--- src/rtl/imem_program_encoder_if.sv ---
// Descriptor input and instruction-memory write port of imem_program_encoder.
// The slave modport is the encoder's view; master is the loader/memory side.
interface imem_program_encoder_if #(
    parameter int ADDR_W = 8
);
    logic              in_valid;
    logic              in_ready;
    logic [3:0]        in_mnem;
    logic [2:0]        in_funct;
    logic              in_vec;
    logic [4:0]        in_rd;
    logic [4:0]        in_rn;
    logic [4:0]        in_rm;
    logic [24:0]       in_imm;
    logic              in_last;
    logic              imem_we;
    logic [ADDR_W-1:0] imem_addr;
    logic [31:0]       imem_wdata;

    modport master (
        output in_valid, in_mnem, in_funct, in_vec, in_rd, in_rn, in_rm, in_imm, in_last,
        input  in_ready, imem_we, imem_addr, imem_wdata
    );

    modport slave (
        input  in_valid, in_mnem, in_funct, in_vec, in_rd, in_rn, in_rm, in_imm, in_last,
        output in_ready, imem_we, imem_addr, imem_wdata
    );
endinterface

--- src/rtl/imem_program_encoder.sv ---
// Packs symbolic instruction descriptors into 32-bit words and writes them to imem.
// Optional macro IMEM_ENC_VECTOR_MEM_EN: str/ldr V bit taken from in_vec.
module imem_program_encoder #(
    parameter int          ADDR_W    = 8,
    parameter int unsigned BASE_ADDR = 0
) (
    input  logic                  clk,
    input  logic                  rst,
    input  logic                  start,
    imem_program_encoder_if.slave bus,
    output logic                  busy,
    output logic                  done,
    output logic                  err,
    output logic [ADDR_W:0]       count
);
    typedef enum logic [2:0] {S_IDLE, S_RUN, S_WRITE, S_DONE, S_ERR} state_t;

    state_t            state_q, state_d;
    logic [ADDR_W-1:0] addr_q, addr_d;
    logic [ADDR_W:0]   cnt_q, cnt_d;
    logic [31:0]       wdata_q, wdata_d;
    logic              last_q, last_d;

    logic [31:0] enc_word;
    logic [2:0]  enc_op;
    logic        enc_v, enc_legal, mnem_ok, imm_chk, imm_fits, vec_bit;

`ifdef IMEM_ENC_VECTOR_MEM_EN
    assign vec_bit = bus.in_vec;
`else
    logic vec_unused;
    assign vec_unused = bus.in_vec;
    assign vec_bit    = 1'b0;
`endif

    // Immediate fits in signed 15 bits when its top 11 bits are a pure sign extension
    assign imm_fits = (&bus.in_imm[24:14]) | ~(|bus.in_imm[24:14]);

    always_comb begin
        enc_op  = 3'b000;
        enc_v   = 1'b0;
        imm_chk = 1'b1;
        mnem_ok = 1'b1;
        case (bus.in_mnem)
            4'd0:    imm_chk = 1'b0;
            4'd1:    begin enc_op = 3'b100; enc_v = 1'b1; end
            4'd2:    begin enc_op = 3'b101; enc_v = 1'b1; end
            4'd3:    begin enc_op = 3'b110; enc_v = 1'b1; end
            4'd4:    enc_op = 3'b100;
            4'd5:    enc_op = 3'b101;
            4'd6:    enc_op = 3'b110;
            4'd7:    begin enc_op = 3'b001; enc_v = vec_bit; end
            4'd8:    begin enc_op = 3'b010; enc_v = vec_bit; end
            4'd9:    begin enc_op = 3'b111; enc_v = 1'b1; imm_chk = 1'b0; end
            4'd10:   enc_op = 3'b111;
            default: mnem_ok = 1'b0;
        endcase
        enc_word = {enc_op, enc_v, 3'b000, bus.in_rd, bus.in_rn, bus.in_imm[14:0]};
        if (bus.in_mnem == 4'd0)
            enc_word[27:0] = {bus.in_funct, bus.in_rd, bus.in_rn, bus.in_rm, 10'b0};
        if (bus.in_mnem == 4'd9)
            enc_word[24:0] = bus.in_imm;
        enc_legal = mnem_ok & (~imm_chk | imm_fits);
    end

    always_comb begin
        state_d = state_q;
        addr_d  = addr_q;
        cnt_d   = cnt_q;
        wdata_d = wdata_q;
        last_d  = last_q;
        case (state_q)
            S_IDLE, S_ERR: begin
                if (start) begin
                    state_d = S_RUN;
                    addr_d  = ADDR_W'(BASE_ADDR);
                    cnt_d   = '0;
                end
            end
            S_RUN: begin
                if (bus.in_valid) begin
                    if (enc_legal) begin
                        state_d = S_WRITE;
                        wdata_d = enc_word;
                        last_d  = bus.in_last;
                    end else begin
                        state_d = S_ERR;
                    end
                end
            end
            S_WRITE: begin
                addr_d = addr_q + ADDR_W'(1);
                cnt_d  = cnt_q + (ADDR_W+1)'(1);
                // A final descriptor may land on the top address; anything after it would wrap
                if (last_q)
                    state_d = S_DONE;
                else if (addr_q == {ADDR_W{1'b1}})
                    state_d = S_ERR;
                else
                    state_d = S_RUN;
            end
            S_DONE:  state_d = S_IDLE;
            default: state_d = S_IDLE;
        endcase
    end

    always_ff @(posedge clk) begin
        if (!rst) begin
            state_q <= S_IDLE;
            addr_q  <= ADDR_W'(BASE_ADDR);
            cnt_q   <= '0;
            wdata_q <= '0;
            last_q  <= 1'b0;
        end else begin
            state_q <= state_d;
            addr_q  <= addr_d;
            cnt_q   <= cnt_d;
            wdata_q <= wdata_d;
            last_q  <= last_d;
        end
    end

    assign bus.in_ready   = (state_q == S_RUN);
    assign bus.imem_we    = (state_q == S_WRITE);
    assign bus.imem_addr  = addr_q;
    assign bus.imem_wdata = wdata_q;
    assign busy           = (state_q == S_RUN) || (state_q == S_WRITE);
    assign done           = (state_q == S_DONE);
    assign err            = (state_q == S_ERR);
    assign count          = cnt_q;
endmodule

--- src/flat_wrapper.sv ---
// flat-port wrapper written by rule: the top's interface ports become plain ports
module imem_program_encoder_flat 
#(
    parameter int          ADDR_W    = 8,
    parameter int unsigned BASE_ADDR = 0
)
  (clk, rst, start, busy, done, err, count, bus_in_valid, bus_in_mnem, bus_in_funct, bus_in_vec, bus_in_rd, bus_in_rn, bus_in_rm, bus_in_imm, bus_in_last, bus_in_ready, bus_imem_we, bus_imem_addr, bus_imem_wdata);
  imem_program_encoder_if #(.ADDR_W(ADDR_W)) bus_i ();
  input  logic clk;
  input  logic rst;
  input  logic start;
  output logic busy;
  output logic done;
  output logic err;
  output logic [ADDR_W:0] count;
  input wire logic [$bits(bus_i.in_valid)-1:0] bus_in_valid;
  input wire logic [$bits(bus_i.in_mnem)-1:0] bus_in_mnem;
  input wire logic [$bits(bus_i.in_funct)-1:0] bus_in_funct;
  input wire logic [$bits(bus_i.in_vec)-1:0] bus_in_vec;
  input wire logic [$bits(bus_i.in_rd)-1:0] bus_in_rd;
  input wire logic [$bits(bus_i.in_rn)-1:0] bus_in_rn;
  input wire logic [$bits(bus_i.in_rm)-1:0] bus_in_rm;
  input wire logic [$bits(bus_i.in_imm)-1:0] bus_in_imm;
  input wire logic [$bits(bus_i.in_last)-1:0] bus_in_last;
  output wire logic [$bits(bus_i.in_ready)-1:0] bus_in_ready;
  output wire logic [$bits(bus_i.imem_we)-1:0] bus_imem_we;
  output wire logic [$bits(bus_i.imem_addr)-1:0] bus_imem_addr;
  output wire logic [$bits(bus_i.imem_wdata)-1:0] bus_imem_wdata;
  assign bus_i.in_valid = bus_in_valid;
  assign bus_i.in_mnem = bus_in_mnem;
  assign bus_i.in_funct = bus_in_funct;
  assign bus_i.in_vec = bus_in_vec;
  assign bus_i.in_rd = bus_in_rd;
  assign bus_i.in_rn = bus_in_rn;
  assign bus_i.in_rm = bus_in_rm;
  assign bus_i.in_imm = bus_in_imm;
  assign bus_i.in_last = bus_in_last;
  assign bus_in_ready = bus_i.in_ready;
  assign bus_imem_we = bus_i.imem_we;
  assign bus_imem_addr = bus_i.imem_addr;
  assign bus_imem_wdata = bus_i.imem_wdata;
  imem_program_encoder #(.ADDR_W(ADDR_W), .BASE_ADDR(BASE_ADDR)) u_core (.clk(clk), .rst(rst), .start(start), .bus(bus_i), .busy(busy), .done(done), .err(err), .count(count));
endmodule
--- config.mk ---
export PLATFORM = sky130hd
export DESIGN_NAME = imem_program_encoder_flat
export DESIGN_NICKNAME = d
export VERILOG_FILES = /design/src/rtl/imem_program_encoder_if.sv /design/src/rtl/imem_program_encoder.sv /design/src/flat_wrapper.sv
export SDC_FILE = /design/constraint.sdc
export NUM_CORES = 1
export LEC_CHECK = 0
export BUFFER_PORTS_ARGS = -buffer_cell sky130_fd_sc_hd__buf_2
export CORE_MARGIN = 2
export CORE_UTILIZATION = 25
export CTS_BUF_LIST = sky130_fd_sc_hd__clkbuf_8
export DETAILED_ROUTE_END_ITERATION = 16
export HOLD_SLACK_MARGIN = 0.02
export SYNTH_ARGS = -nofsm -noshare
export SYNTH_HDL_FRONTEND = slang
export SYNTH_SLANG_ARGS = --single-unit
--- constraint.sdc ---
create_clock -name clk -period 2.6 [get_ports clk]
set_clock_uncertainty 0.15 [all_clocks]
set_input_delay 0.13 -clock clk [delete_from_list [all_inputs] [get_ports clk]]
set_output_delay 0.13 -clock clk [all_outputs]
set_load 0.02 [all_outputs]
; ---- Word level (Yosys, flattened, before mapping)
; Cells that the tools add are included.
; Widths: inputs -> output; s select.
[op_classes]
add_sub_neg = 2
multipliers = 0
div = 0
n_lt_le_gt_ge = 0
n_eq_ne = 17
n_shift = 0
n_mux = 15
bitwise = 4
reduce_logical = 17
[op_table]
columns = operator, count
row1 = $mux 28, 1
row2 = $mux 25, 1
row3 = $reduce_or 11->1, 2
row4 = $pmux 3 s6, 1
row5 = $pmux 9 s2, 1
row6 = $eq 4x3->1 const B, 4
row7 = $pmux 8 s2, 1
row8 = $mux 3, 5
row9 = $eq 4x4->1 const B, 3
row10 = $reduce_or 2->1, 6
row11 = $reduce_and 11->1, 1
row12 = $add 9x1->9 const B, 1
row13 = $mux 9, 1
row14 = $pmux 3 s3, 1
row15 = $add 8x1->8 const B, 1
row16 = $eq 4x2->1 const B, 2
row17 = $eq 8x8->1 const B, 1
row18 = $mux 8, 1
row19 = $eq 3x2->1 const B, 2
row20 = $eq 4x1->1 const B, 1
row21 = $logic_not 4->1, 1
row22 = $ne 2x2->1 const B, 2
row23 = $reduce_and 2->1, 2
row24 = $reduce_or 4->1, 1
row25 = other kinds (10), 12
[word_totals]
reg_bits = 53
latch_bits = 0
ramBits = 0
romBits = 0
inputBits = 53
out_inout_bits = 54
elab_cells = 60
n_memories = 0

; ---- Longest topological paths before layout
; Gate-level depths: netlist of the first run.
[logic_depth]
depth_word = 8
ltp_mapped = 8
depth_no_buf = 6

; ---- Worst setup path before layout of the first run
; OpenSTA, ideal clock, no wires.
[synth_path]
kind = reg-to-reg
from = register u_core.state_q[0]
to = register u_core.cnt_q[5], in the netlist u_core.count[5]
arrival_time_ns = 1.645
t_required_ns = 2.322
slack_ns = 0.677
stages_incl_launch_ff = 8
n_path_buf = 2
period_less_slack_ns = 1.923
cell_sequence = dfxtp_1 > or3b_2 > clkbuf_1 > and2_1 > clkbuf_1 > a21o_1 > a21oi_1 > nor2_1
[synth_between]
elab_chain_cells = 4
[synth_rtl]
columns = item, line
row1 = from (decl), imem_program_encoder.sv:18  ; state_t state_q, state_d;
row2 = from (signal assigned), imem_program_encoder.sv:115  ; state_q <= state_d;
row3 = $eq 3x3->1 / $logic_not 3->1 (equally long branches), imem_program_encoder.sv:72  ; case (state_q)
row4 = $reduce_or 2->1, imem_program_encoder.sv:72
row5 = $ne 2x2->1 (no line) / $reduce_bool 2->1 (equally long branches), n/a
row6 = $reduce_and 2->1 (no line), n/a
row7 = to (signal assigned), imem_program_encoder.sv:117  ; cnt_q <= cnt_d;
row8 = to (decl), imem_program_encoder.sv:20  ; logic [ADDR_W:0] cnt_q, cnt_d;
; Parallel ways exist; a longest one is shown, timed or not.
; A chain may end at the register's enable or synchronous reset.

; ---- Final worst setup path of the first run
[layout_path]
from = input bus_in_valid
to = register u_core.wdata_q[31], in the netlist u_core.bus.imem_wdata[31]
[layout_between]
elab_chain_cells = 1
[layout_rtl]
columns = item, line
row1 = from (decl), flat_wrapper.sv:16  ; input wire logic [$bits(bus_i.in_valid)-1:0] bus_in_valid;
row2 = $reduce_and 3->1 (no line), n/a
row3 = to (signal assigned), imem_program_encoder.sv:118  ; wdata_q <= wdata_d;
row4 = to (decl), imem_program_encoder.sv:21  ; logic [31:0] wdata_q, wdata_d;
; No other way between the ends.

==> impl_results.md, run 1 <==
- N_diodes: 0
- Dpl hpwl: 5.27 mm
- Vias in the first global route: 2285
- Vias per cell: 4.68
- Total GRT Usage: 0.124
- Worst setup EP type: register
- Worst vdd ir: 0.230 mV
- Fill count: 1052
- Final setup fails: 0
- Area grow syn2layout: 32.9%
- CP Launch Type: primary input
- Cell Area, Synth: 0.00262 mm^2
- Largest net degree at the start of global routing: 52
- Max clock buf depth: 2
- Unrepaired setup endpoints after global routing: false
- WP data required: 2.64 ns
- Clk sinks: 53
- Post-synth EDFFs: 0
- NumNets Final: 462
- CTS tree: yes
- Slew @ Worst Pin: 0.432 ns
- Post-synth ARST share: 0
- Worst Hold Slack: 0.0439 ns
- Starting density of the core: 0.256
- Mean post-synth cell area: 8.87 um^2
- Slew Limit Headroom: 0.712
- Final Hold Vio Count: 0
- ANT nets after route: 0
- Crit-path max FO: 51
- GPL Wtd Cong: 0.734
- WP data arrival: 2.20 ns
- Setup TNS: 0 ns
- Detailed Route WL: 7.33 mm
- Final worst slack: 0.440 ns
- Post-Syn Nets: 350
- Initial antenna violation count: 0
- Share of cells above drive strength 1: 0.333
- Pre-Repair DR Iteration Count: 4
- Outcome: completed
- Die Height: 106 um
- PwrDens: 416 mW/mm^2
- IO Port Bufs: 105
- Finished Cell Area: 0.00348 mm^2
- Hold WC Path Type: primary input to register
- Max-cap violations: 0
- Final Util: 0.340
- Tot Pwr: 1.45 mW
- Die footprint: 0.0113 mm^2
- I/O pin count: 107
- Root buffer cell: clkbuf_8
- First-pass GRT wire length: 11.4 mm
- Sequential element share of the synthesized area: 0.405
- Part of the cycle the worst path needs: 0.831
- Post-cts sizing count: 0
- Final worst path period need: 2.16 ns
- Post-Layout Cell Count: 544
- Num rows: 37
- Routed length per instance: 13.5 um
- Vias: 2544
- H-tree depth: 2
- GRT overflow: 0
- # placed instances: 521
- Ys flop type: dfxtp_1
- Leak pwr: 1.45 nW
- Pre-CTS setup slack: 0.491 ns
- Yosys reg bits: 53
- Netlist cell types: 45
- Cells after synthesis: 295
- Pins Over Slew Limit: 0
- Cts bufs inserted: 5
- Peak Freq: 0.463 GHz
- Die width: 106 um
- Postcts setup bufs: 0
- Worst-Skew Late Latency: 0.30 ns
- Drt drc: 0
- Post-Place Cell Area: 0.00325 mm^2
- Warnings from Yosys: 0
- CORE AREA: 0.0102 mm^2
- Initial drt markers: 50
- Crit path kind: primary input to register
- Clock transition at path regs: 0.09 ns
[area by class of cell]
cell class                 count  area, um^2  area share
clock buffer                   5        68.8      0.0198
clock inverter                 3        11.3     0.00324
inverter                       5        18.8     0.00540
multi-input combinational    215        1410       0.405
sequential                    53        1060       0.305
tap                          136         170      0.0489
timing repair buffer         127         741       0.213
[report_power, final]
group / switching (mW) / leakage [nW] / internal (mW) / total (mW)
combinational: 0.0967 / 0.973 / 0.0785 / 0.175
clock: 0.268 / 0.0519 / 0.181 / 0.449
sequential: 0.00545 / 0.427 / 0.817 / 0.823
total: 0.371 / 1.45 / 1.08 / 1.45
[layout by cell type (no fill, tap or decap), types with 2 or more instances in the layout]
cell type / instances
buf_2: 105
a211oi_1: 2
dfxtp_1: 53
ha_1: 2
nand2_1: 12
o21ai_0: 12
dlygate4sd3_1: 15
or4_1: 2
clkbuf_8: 5
a21oi_1: 28
a21o_1: 2
a22oi_1: 4
mux2_1: 2
and3_1: 4
inv_1: 7
nor4_1: 2
mux2i_1: 18
a211oi_2: 15
nor3_1: 7
nand4_1: 7
nand2b_1: 15
buf_4: 6
nor3b_1: 2
nor2_1: 34
nand3b_1: 4
nand3_1: 19
and2_1: 5
[kinds of logic after synthesis]
kind of cell / count (synthesis) / synth area share
DFF: 53 / 0.405
AOI/OAI and AO/OA: 72 / 0.203
muxes: 20 / 0.0774
adders and majority gates: 2 / 0.00956
buffers and inverters: 27 / 0.0574
xor gates and xnor gates: 1 / 0.00335
and+or+nand+nor: 120 / 0.244
[critical path, stage by stage]
cell           delay (ns)
dlygate4sd3_1        0.52
buf_2                0.13
nor4bb_1             0.41
o21a_1               0.29
o41a_2               0.21
buf_12               0.24
mux2i_1              0.21
nor2_1               0.05
[per-layer routing]
layer | GRT usage | vias to the layer above | part of all wire
met1 | 0.158 | 1158 | 0.44
met5 | 0 | - | 0
met2 | 0.210 | 89 | 0.46
li1 | - | 1285 | -
met4 | 0.0357 | 0 | 0.020
met3 | 0.0282 | 12 | 0.073
[cell usage after synthesis (2+ instances only)]
library cell	instances	area share
ha_1	2	0.0096
or4_1	2	0.0057
buf_2	3	0.0057
buf_4	4	0.011
a21oi_1	28	0.054
and2_1	5	0.012
nand3b_1	4	0.011
o41a_1	2	0.0086
o21ai_0	12	0.023
a22oi_1	4	0.011
clkbuf_1	10	0.014
dfxtp_1	53	0.41
buf_6	4	0.017
nand2b_1	15	0.036
nor2_1	34	0.049
nand2_1	12	0.017
nand4_1	7	0.017
nor3b_1	2	0.0057
nor3_1	7	0.013
mux2i_1	18	0.069
a211oi_1	2	0.0057
mux2_1	2	0.0086
a21o_1	2	0.0057
nand3_1	19	0.036
and3_1	4	0.0096
inv_1	4	0.0057
a211oi_2	15	0.072
nor4_1	2	0.0048
[what timing repair did]
item	in CTS	in global routing
setup endpoints to repair	0	0
endpoints found under the hold margin	15	0
hold buffers	15	0
[final timing paths]
kind	startpoint	to	slack, ns	cells past startpoint
max	bus_in_valid	u_core.bus.imem_wdata[31]	0.44	8
min	bus_in_rn[3]	u_core.bus.imem_wdata[18]	0.04	3
max reg2reg	u_core.state_q[1]	u_core.count[8]	0.45	6
min reg2reg	u_core.bus.imem_wdata[27]	u_core.bus.imem_wdata[27]	0.32	2
[sequential cells by signal (all words and copies together), names as in the netlist]
| name | cells |
|---|---|
| u_core.bus.imem_wdata | 32 |
| u_core.state_q | 3 |
| u_core.last_q | 1 |
| u_core.bus.imem_addr | 8 |
| u_core.count | 9 |
(Power assumes the default switching activity.)
==> run 2: changes to the inputs <==
- ABC_AREA: unset -> 1
- clock period: 2.6 -> 2.1 ns (I/O delays scaled with it)
==> run 2 against run 1 <==
Net effect: worst hold slack got worse by 0.010 ns; design area increased by 13%; setup slack got worse by 0.13 ns; critical endpoint is now u_core.bus.imem_wdata[10]; largest cell class unchanged.
==> impl_results.md, run 2 <==
- Post-Route M1 WL: 3.59 mm (was 3.25 mm)
- Sequential element share of the synthesized area: 0.387 (was 0.405)
- Yosys reg bits: 53 (unchanged)
- Fill count: 1134 (was 1052)
- Warnings from Yosys: 0 (unchanged)
- N_diodes: 0 (unchanged)
- Vias: 3074 (was 2544)
- Crit path kind: primary input to register (unchanged)
- Ys flop type: dfxtp_1 (unchanged)
- Pins Over Slew Limit: 0 (unchanged)
- Largest family of logic cells by synthesized area: simple AND/OR/NAND/NOR gates (unchanged)
- CORE AREA: 0.0107 mm^2 (was 0.0102 mm^2)
- Cell Area, Synth: 0.00274 mm^2 (was 0.00262 mm^2)
- Starting density of the core: 0.255 (was 0.256)
- Compound-Gate Fraction of Synth Area: 0.165 (was 0.203)
- Synth cell count leaders: 146 x nand2_1, 53 x dfxtp_1, 40 x a21oi_1 (was 53 x dfxtp_1, 34 x nor2_1, 28 x a21oi_1)
- Routed length on met2: 4.14 mm (was 3.40 mm)
- Post-synth EDFFs: 0 (unchanged)
- Simple-gate share of the synthesized area: 0.344 (was 0.244)
- Combinational share of power: 0.153 (was 0.121)
- Mean post-synth cell area: 6.85 um^2 (was 8.87 um^2)
- R2R cell count: 5 (was 6)
- Postcts setup bufs: 0 (unchanged)
- Outcome: completed (unchanged)
- Post-synth ARST share: 0 (unchanged)
- Share of cells above drive strength 1: 0.280 (was 0.333)
- Internal power: 1.40 mW (was 1.08 mW)
- Crit-path max FO: 13 (was 51)
- ANT nets after route: 0 (unchanged)
- Worst setup EP type: register (unchanged)
- Multiplexer share of the synthesized area: 0 (was 0.0774)
- CP Launch Type: primary input (unchanged)
- Total GRT Usage: 0.141 (was 0.124)
- Clk sinks: 53 (unchanged)
- Synth top area cells: dfxtp_1 39%, nand2_1 20%, a21oi_1 7.3%, inv_1 4.8%, nor2_1 4.2% (was dfxtp_1 41%, a211oi_2 7.2%, mux2i_1 6.9%, a21oi_1 5.4%, nor2_1 4.9%)
- Routed length per instance: 12.1 um (was 13.5 um)
- Leading area contributor after synthesis: dfxtp_1 (unchanged)
- Num rows: 38 (was 37)
- Dpl hpwl: 5.67 mm (was 5.27 mm)
- Largest net degree at the start of global routing: 46 (was 52)
- Sequential cell area: 0.00106 mm^2 (unchanged)
- Final worst slack: 0.307 ns (was 0.440 ns)
- WP data required: 2.14 ns (was 2.64 ns)
- Die footprint: 0.0118 mm^2 (was 0.0113 mm^2)
- Hold Startpoint: bus_in_imm[14] (was bus_in_rn[3])
- Worst vdd ir: 0.282 mV (was 0.230 mV)
- Synth Area in XOR/XNOR: 0.00320 (was 0.00335)
- Max clock buf depth: 2 (unchanged)
- H-tree depth: 2 (unchanged)
- Finished Cell Area: 0.00392 mm^2 (was 0.00348 mm^2)
- Final setup fails: 0 (unchanged)
- Multi-input logic area: 0.00143 mm^2 (was 0.00141 mm^2)
- Synth top area share: 0.387 (was 0.405)
- Setup TNS: 0 ns (unchanged)
- Worst reg2reg path startpoint: u_core.count[0] (was u_core.state_q[1])
- Most frequent cells in the layout: 146 x nand2_1, 105 x buf_2, 53 x dfxtp_1 (was 105 x buf_2, 53 x dfxtp_1, 34 x nor2_1)
- Slew Limit Headroom: 0.670 (was 0.712)
- NumNets Final: 600 (was 462)
- Root buffer cell: clkbuf_8 (unchanged)
- Part of the cycle the worst path needs: 0.854
- Net Switching: 0.545 mW (was 0.371 mW)
- Vias per cell: 4.48 (was 4.68)
- Initial antenna violation count: 0 (unchanged)
- Max-cap violations: 0 (unchanged)
- Cells after synthesis: 400 (was 295)
- # placed instances: 636 (was 521)
- Adder-cell share of the synthesized area: 0.00914 (was 0.00956)
- Post-Place Cell Area: 0.00340 mm^2 (was 0.00325 mm^2)
- Detailed Route WL: 8.32 mm (was 7.33 mm)
- Pre-Repair DR Iteration Count: 6 (was 4)
- Vias in the first global route: 2842 (was 2285)
- Cts bufs inserted: 5 (unchanged)
- WL met3: 441 um (was 532 um)
- Reg-to-reg setup timing slack: 0.38 ns (was 0.45 ns)
- Unrepaired setup endpoints after global routing: false (unchanged)
- Clock power share: 0.322 (was 0.310)
- Drt drc: 0 (unchanged)
- IO Port Bufs: 105 (unchanged)
- I/O pin count: 107 (unchanged)
- Hold WC Path Type: primary input to register (unchanged)
- Die Height: 109 um (was 106 um)
- Final worst path period need: 1.79 ns
- Netlist cell types: 34 (was 45)
- Most frequent cell after synthesis: nand2_1 (was dfxtp_1)
- Worst hold endpoint: u_core.bus.imem_wdata[14] (was u_core.bus.imem_wdata[18])
- PwrDens: 496 mW/mm^2 (was 416 mW/mm^2)
- Leak pwr: 1.81 nW (was 1.45 nW)
- Worst-Skew Late Latency: 0.32 ns (was 0.30 ns)
- Seq pwr share: 0.525 (was 0.568)
- Sw frac: 0.281 (was 0.256)
- Clock transition at path regs: 0.10 ns (was 0.09 ns)
- GPL Wtd Cong: 0.803 (was 0.734)
- Hold path depth: 5 (was 3)
- Reg-to-Reg End: u_core.count[6] (was u_core.count[8])
- Pre-CTS setup slack: 0.341 ns (was 0.491 ns)
- Post-Syn Nets: 455 (was 350)
- Area grow syn2layout: 43.1% (was 32.9%)
- GRT overflow: 0 (unchanged)
- CTS tree: yes (unchanged)
- Commonest non-fill, non-tap cell in the layout: nand2_1 (was buf_2)
- First-pass GRT wire length: 13.1 mm (was 11.4 mm)
- Post-Layout Cell Count: 686 (was 544)
- WP data arrival: 1.83 ns (was 2.20 ns)
- Peak Freq: 0.558 GHz
- Final Hold Vio Count: 0 (unchanged)
- Slew @ Worst Pin: 0.495 ns (was 0.432 ns)
- Die width: 109 um (was 106 um)
- Initial drt markers: 195 (was 50)
- Uppermost layer routed: met4 (unchanged)
- Max reg flops: 32 (unchanged)
==> run 2: changes by cell type after synthesis, moves of 5 or more <==
| cell | change |
|---|---|
| clkbuf_1 | -6 |
| a21oi_2 | +10 |
| a21oi_1 | +12 |
| and2_1 | -5 |
| nand3_1 | -12 |
| inv_1 | +31 |
| nand2_2 | +11 |
| nand2_1 | +134 |
| mux2i_1 | -18 |
| a211oi_2 | -15 |
| nand2b_1 | -15 |
==> run 2: final cells by class <==
type | count | share of cell area
multi-input cells | 291 | 0.364
repair buffers | 154 | 0.258
inverters | 40 | 0.0383
flip-flops and latches | 53 | 0.271
clock inverters | 3 | 0.00670
well taps | 140 | 0.0447
clock buffers | 5 | 0.0176
==> run 2: worst max-delay path by stage <==
| stage | end | slack (ns) | from |
|---|---|---|---|
| final | u_core.bus.imem_wdata[10] | 0.31 | bus_in_mnem[3] |
| after global routing | u_core.bus.imem_wdata[11] | 0.17 | bus_in_mnem[3] |
| after global placement | u_core.bus.imem_wdata[29] | 0.39 | bus_in_mnem[2] |
| after CTS | bus_imem_we | 0.30 | u_core.state_q[0] |
| after floorplan | u_core.bus.imem_wdata[25] | 0.49 | u_core.state_q[0] |
| after detailed placement | u_core.bus.imem_wdata[27] | 0.34 | bus_in_mnem[1] |
==> run 2: cells by family after synthesis <==
| kind of cell | after synthesis |
|---|---|
| and+or+nand+nor | 213 |
| buffers and inverters | 56 |
| DFF | 53 |
| adders and majority gates | 2 |
| AOI/OAI and AO/OA | 75 |
| xor gates and xnor gates | 1 |
==> run 2: timing repair <==
item	4_1_cts	5_1_grt
gates resized for setup	0	0
hold endpoints to repair	30	0
hold buffers	42	0
==> run 2: critical path, cell delays in order <==
cell and delay (ns):
buf_2 0.11, inv_1 0.13, nand2_1 0.11, nor2_4 0.12, buf_4 0.20, inv_1 0.21, nand2_1 0.11, nand2_1 0.05
dlygate4sd3_1 0.56, nand2_2 0.07, a21oi_2 0.04
==> run 2: per-stage QoR <==
step / util / power (mW) / hold WS (ns)
2_1_floorplan: - / 1.17 / 0.0914
3_3_place_gp: 0.317 / 1.27 / 0.181
3_5_place_dp: 0.317 / 1.27 / 0.189
4_1_cts: 0.365 / 1.97 / 0.0232
5_1_grt: 0.365 / 2.05 / 0.0492
6_report: 0.365 / 1.94 / 0.0336
==> run 2: power by group through the flow <==
stage | Sequential, mW | Clock (mW) | Combinational, mW
floorplan | 1.05 | 0 | 0.123
global placement | 1.04 | 0 | 0.226
detailed placement | 1.04 | 0 | 0.230
CTS | 1.02 | 0.660 | 0.295
global route | 1.02 | 0.696 | 0.328
finish | 1.02 | 0.626 | 0.298
==> run 2: metal layers <==
layer  up-vias  GRT usage
met4         0     0.0540
met2        98      0.250
li1       1565          -
met1      1401      0.164
met3        10     0.0299
met5         -          0
==> run 3: changes to the inputs <==
- CORE_UTILIZATION: 25 -> 32
==> run 3 against run 2 <==
Net effect: design area decreased by 1.9%; via count down 2.1%; power down 1.1%; core utilization grew 10 points; critical path depth decreased by 5; global-route usage up 2.7 points; final cell count down 5.4%; routed wire length shrank 7.9%; register-to-register slack worse by 0.19 ns; worst hold slack worse by 0.0039 ns; setup slack got worse by 0.11 ns; critical path type is now register to register.
==> impl_results.md, run 3 (synthesized netlist as in run 2, its figures left out) <==
- Outcome: completed (unchanged)
- Drt drc: 0 (unchanged)
- Leak pwr: 1.80 nW (was 1.81 nW)
- CORE AREA: 0.00826 mm^2 (was 0.0107 mm^2)
- I/O pin count: 107 (unchanged)
- Total GRT Usage: 0.168 (was 0.141)
- WP data required: 2.22 ns (was 2.14 ns)
- Dpl hpwl: 5.20 mm (was 5.67 mm)
- Pre-CTS setup slack: 0.344 ns (was 0.341 ns)
- Vias per cell: 4.64 (was 4.48)
- Vias in the first global route: 2715 (was 2842)
- IO Port Bufs: 105 (unchanged)
- Routed length per instance: 11.8 um (was 12.1 um)
- Peak Freq: 0.524 GHz (was 0.558 GHz)
- CP endpoint: u_core.last_q (was u_core.bus.imem_wdata[10])
- Initial antenna violation count: 0 (unchanged)
- GRT overflow: 0 (unchanged)
- Worst setup EP type: register (unchanged)
- Worst setup startpoint: u_core.state_q[2] (was bus_in_mnem[3])
- Crit path kind: register to register (was primary input to register)
- Detailed Route WL: 7.66 mm (was 8.32 mm)
- First-pass GRT wire length: 12.4 mm (was 13.1 mm)
- Max-cap violations: 0 (unchanged)
- Starting density of the core: 0.332 (was 0.255)
- Internal power: 1.39 mW (was 1.40 mW)
- Max reg flops: 32 (unchanged)
- Reg-to-Reg End: u_core.last_q (was u_core.count[6])
- Die width: 96.5 um (was 109 um)
- CTS tree: yes (unchanged)
- Area grow syn2layout: 40.4% (was 43.1%)
- WP data arrival: 2.02 ns (was 1.83 ns)
- NumNets Final: 598 (was 600)
- Final Hold Vio Count: 0 (unchanged)
- N_diodes: 0 (unchanged)
- Max clock buf depth: 2 (unchanged)
- Worst reg2reg path startpoint: u_core.state_q[2] (was u_core.count[0])
- Post-cts sizing count: 0 (unchanged)
- Pre-Repair DR Iteration Count: 4 (was 6)
- Unrepaired setup endpoints after global routing: false (unchanged)
- Clock power share: 0.321 (was 0.322)
- GPL Wtd Cong: 0.801 (was 0.803)
- Combinational share of power: 0.149 (was 0.153)
- CP Launch Type: register (was primary input)
- Reg-to-reg setup timing slack: 0.19 ns (was 0.38 ns)
- Clk sinks: 53 (unchanged)
- Slew @ Worst Pin: 0.478 ns (was 0.495 ns)
- Initial drt markers: 107 (was 195)
- Final worst path period need: 1.91 ns (was 1.79 ns)
- Num rows: 33 (was 38)
- ANT nets after route: 0 (unchanged)
- Largest net degree at the start of global routing: 45 (was 46)
- Hold WC Path Type: primary input to register (unchanged)
- Commonest non-fill, non-tap cell in the layout: nand2_1 (unchanged)
- Vias: 3010 (was 3074)
- Seq pwr share: 0.531 (was 0.525)
- Pins Over Slew Limit: 0 (unchanged)
- Die footprint: 0.00932 mm^2 (was 0.0118 mm^2)
- Crit-path max FO: 6 (was 13)
- Net Switching: 0.529 mW (was 0.545 mW)
- Most frequent cells in the layout: 146 x nand2_1, 105 x buf_2, 53 x dfxtp_1 (unchanged)
- R2R cell count: 6 (was 5)
- Root buffer cell: clkbuf_8 (unchanged)
- Worst vdd ir: 0.292 mV (was 0.282 mV)
- Cts bufs inserted: 5 (unchanged)
- Worst-Skew Late Latency: 0.31 ns (was 0.32 ns)
- Part of the cycle the worst path needs: 0.908 (was 0.854)
- Final worst slack: 0.193 ns (was 0.307 ns)
- Final setup fails: 0 (unchanged)
- Final Util: 0.466 (was 0.365)
- PwrDens: 500 mW/mm^2 (was 496 mW/mm^2)
- Clock transition at path regs: 0.11 ns (was 0.10 ns)
- H-tree depth: 2 (unchanged)
- Sw frac: 0.276 (was 0.281)
- Setup TNS: 0 ns (unchanged)
- Die Height: 96.5 um (was 109 um)
- Slew Limit Headroom: 0.681 (was 0.670)
- Share of cells above drive strength 1: 0.279 (was 0.280)
==> run 3: stage by stage <==
step                      hold WS (ns)  instance area, um^2  cells  power [mW]
after floorplan                 0.0914                 2740    400        1.17
after global placement           0.182                 3340    600        1.26
after detailed placement         0.191                 3340    600        1.26
after CTS                       0.0203                 3840    649        1.95
after global routing            0.0389                 3840    649        2.02
final                           0.0298                 3840    649        1.92
==> run 3: worst min-delay path by stage <==
stage / start / to / slack, ns / cells past startpoint
finish: bus_in_imm[14] / u_core.bus.imem_wdata[14] / 0.03 / 5
floorplan: bus_in_last / u_core.last_q / 0.09 / 2
detailed placement: bus_in_imm[4] / u_core.bus.imem_wdata[4] / 0.19 / 3
CTS: bus_in_imm[21] / u_core.bus.imem_wdata[21] / 0.02 / 5
global route: bus_in_imm[22] / u_core.bus.imem_wdata[22] / 0.04 / 5
global placement: bus_in_imm[5] / u_core.bus.imem_wdata[5] / 0.18 / 3
==> run 3: what timing repair did <==
item | CTS | global route
setup buffers | 0 | 0
hold buffers | 41 | 0
hold endpoints to repair | 30 | 0
==> run 3: cell type report <==
type	instances	area [um^2]
clock inverters	3	25.0
inverters	40	150
clock buffers	5	68.8
repair buffers	152	981
well taps	105	131
flip-flops and latches	53	1060
fillers	859	4410
multi-input cells	291	1430
==> run 3: worst max-delay path: stages (launching register included) <==
cell           delay, ns
dfxtp_1             0.37
nor3_4              0.41
nand3_4             0.13
nor2_4              0.11
nand2_2             0.05
a21oi_2             0.10
dlygate4sd3_1       0.55
==> run 3: power by group through the flow <==
stage	clock [mW]	sequential, mW	combinational (mW)
6_report	0.616	1.02	0.286
5_1_grt	0.682	1.02	0.317
4_1_cts	0.646	1.02	0.282
3_5_place_dp	0	1.04	0.221
3_3_place_gp	0	1.04	0.220
2_1_floorplan	0	1.05	0.123
==> run 3: per-layer routing <==
layer	vias up	GRT usage	share of wire
li1	1563	-	-
met1	1332	0.210	0.44
met2	102	0.283	0.48
met3	13	0.0380	0.060
met4	0	0.0587	0.021
met5	-	0	0
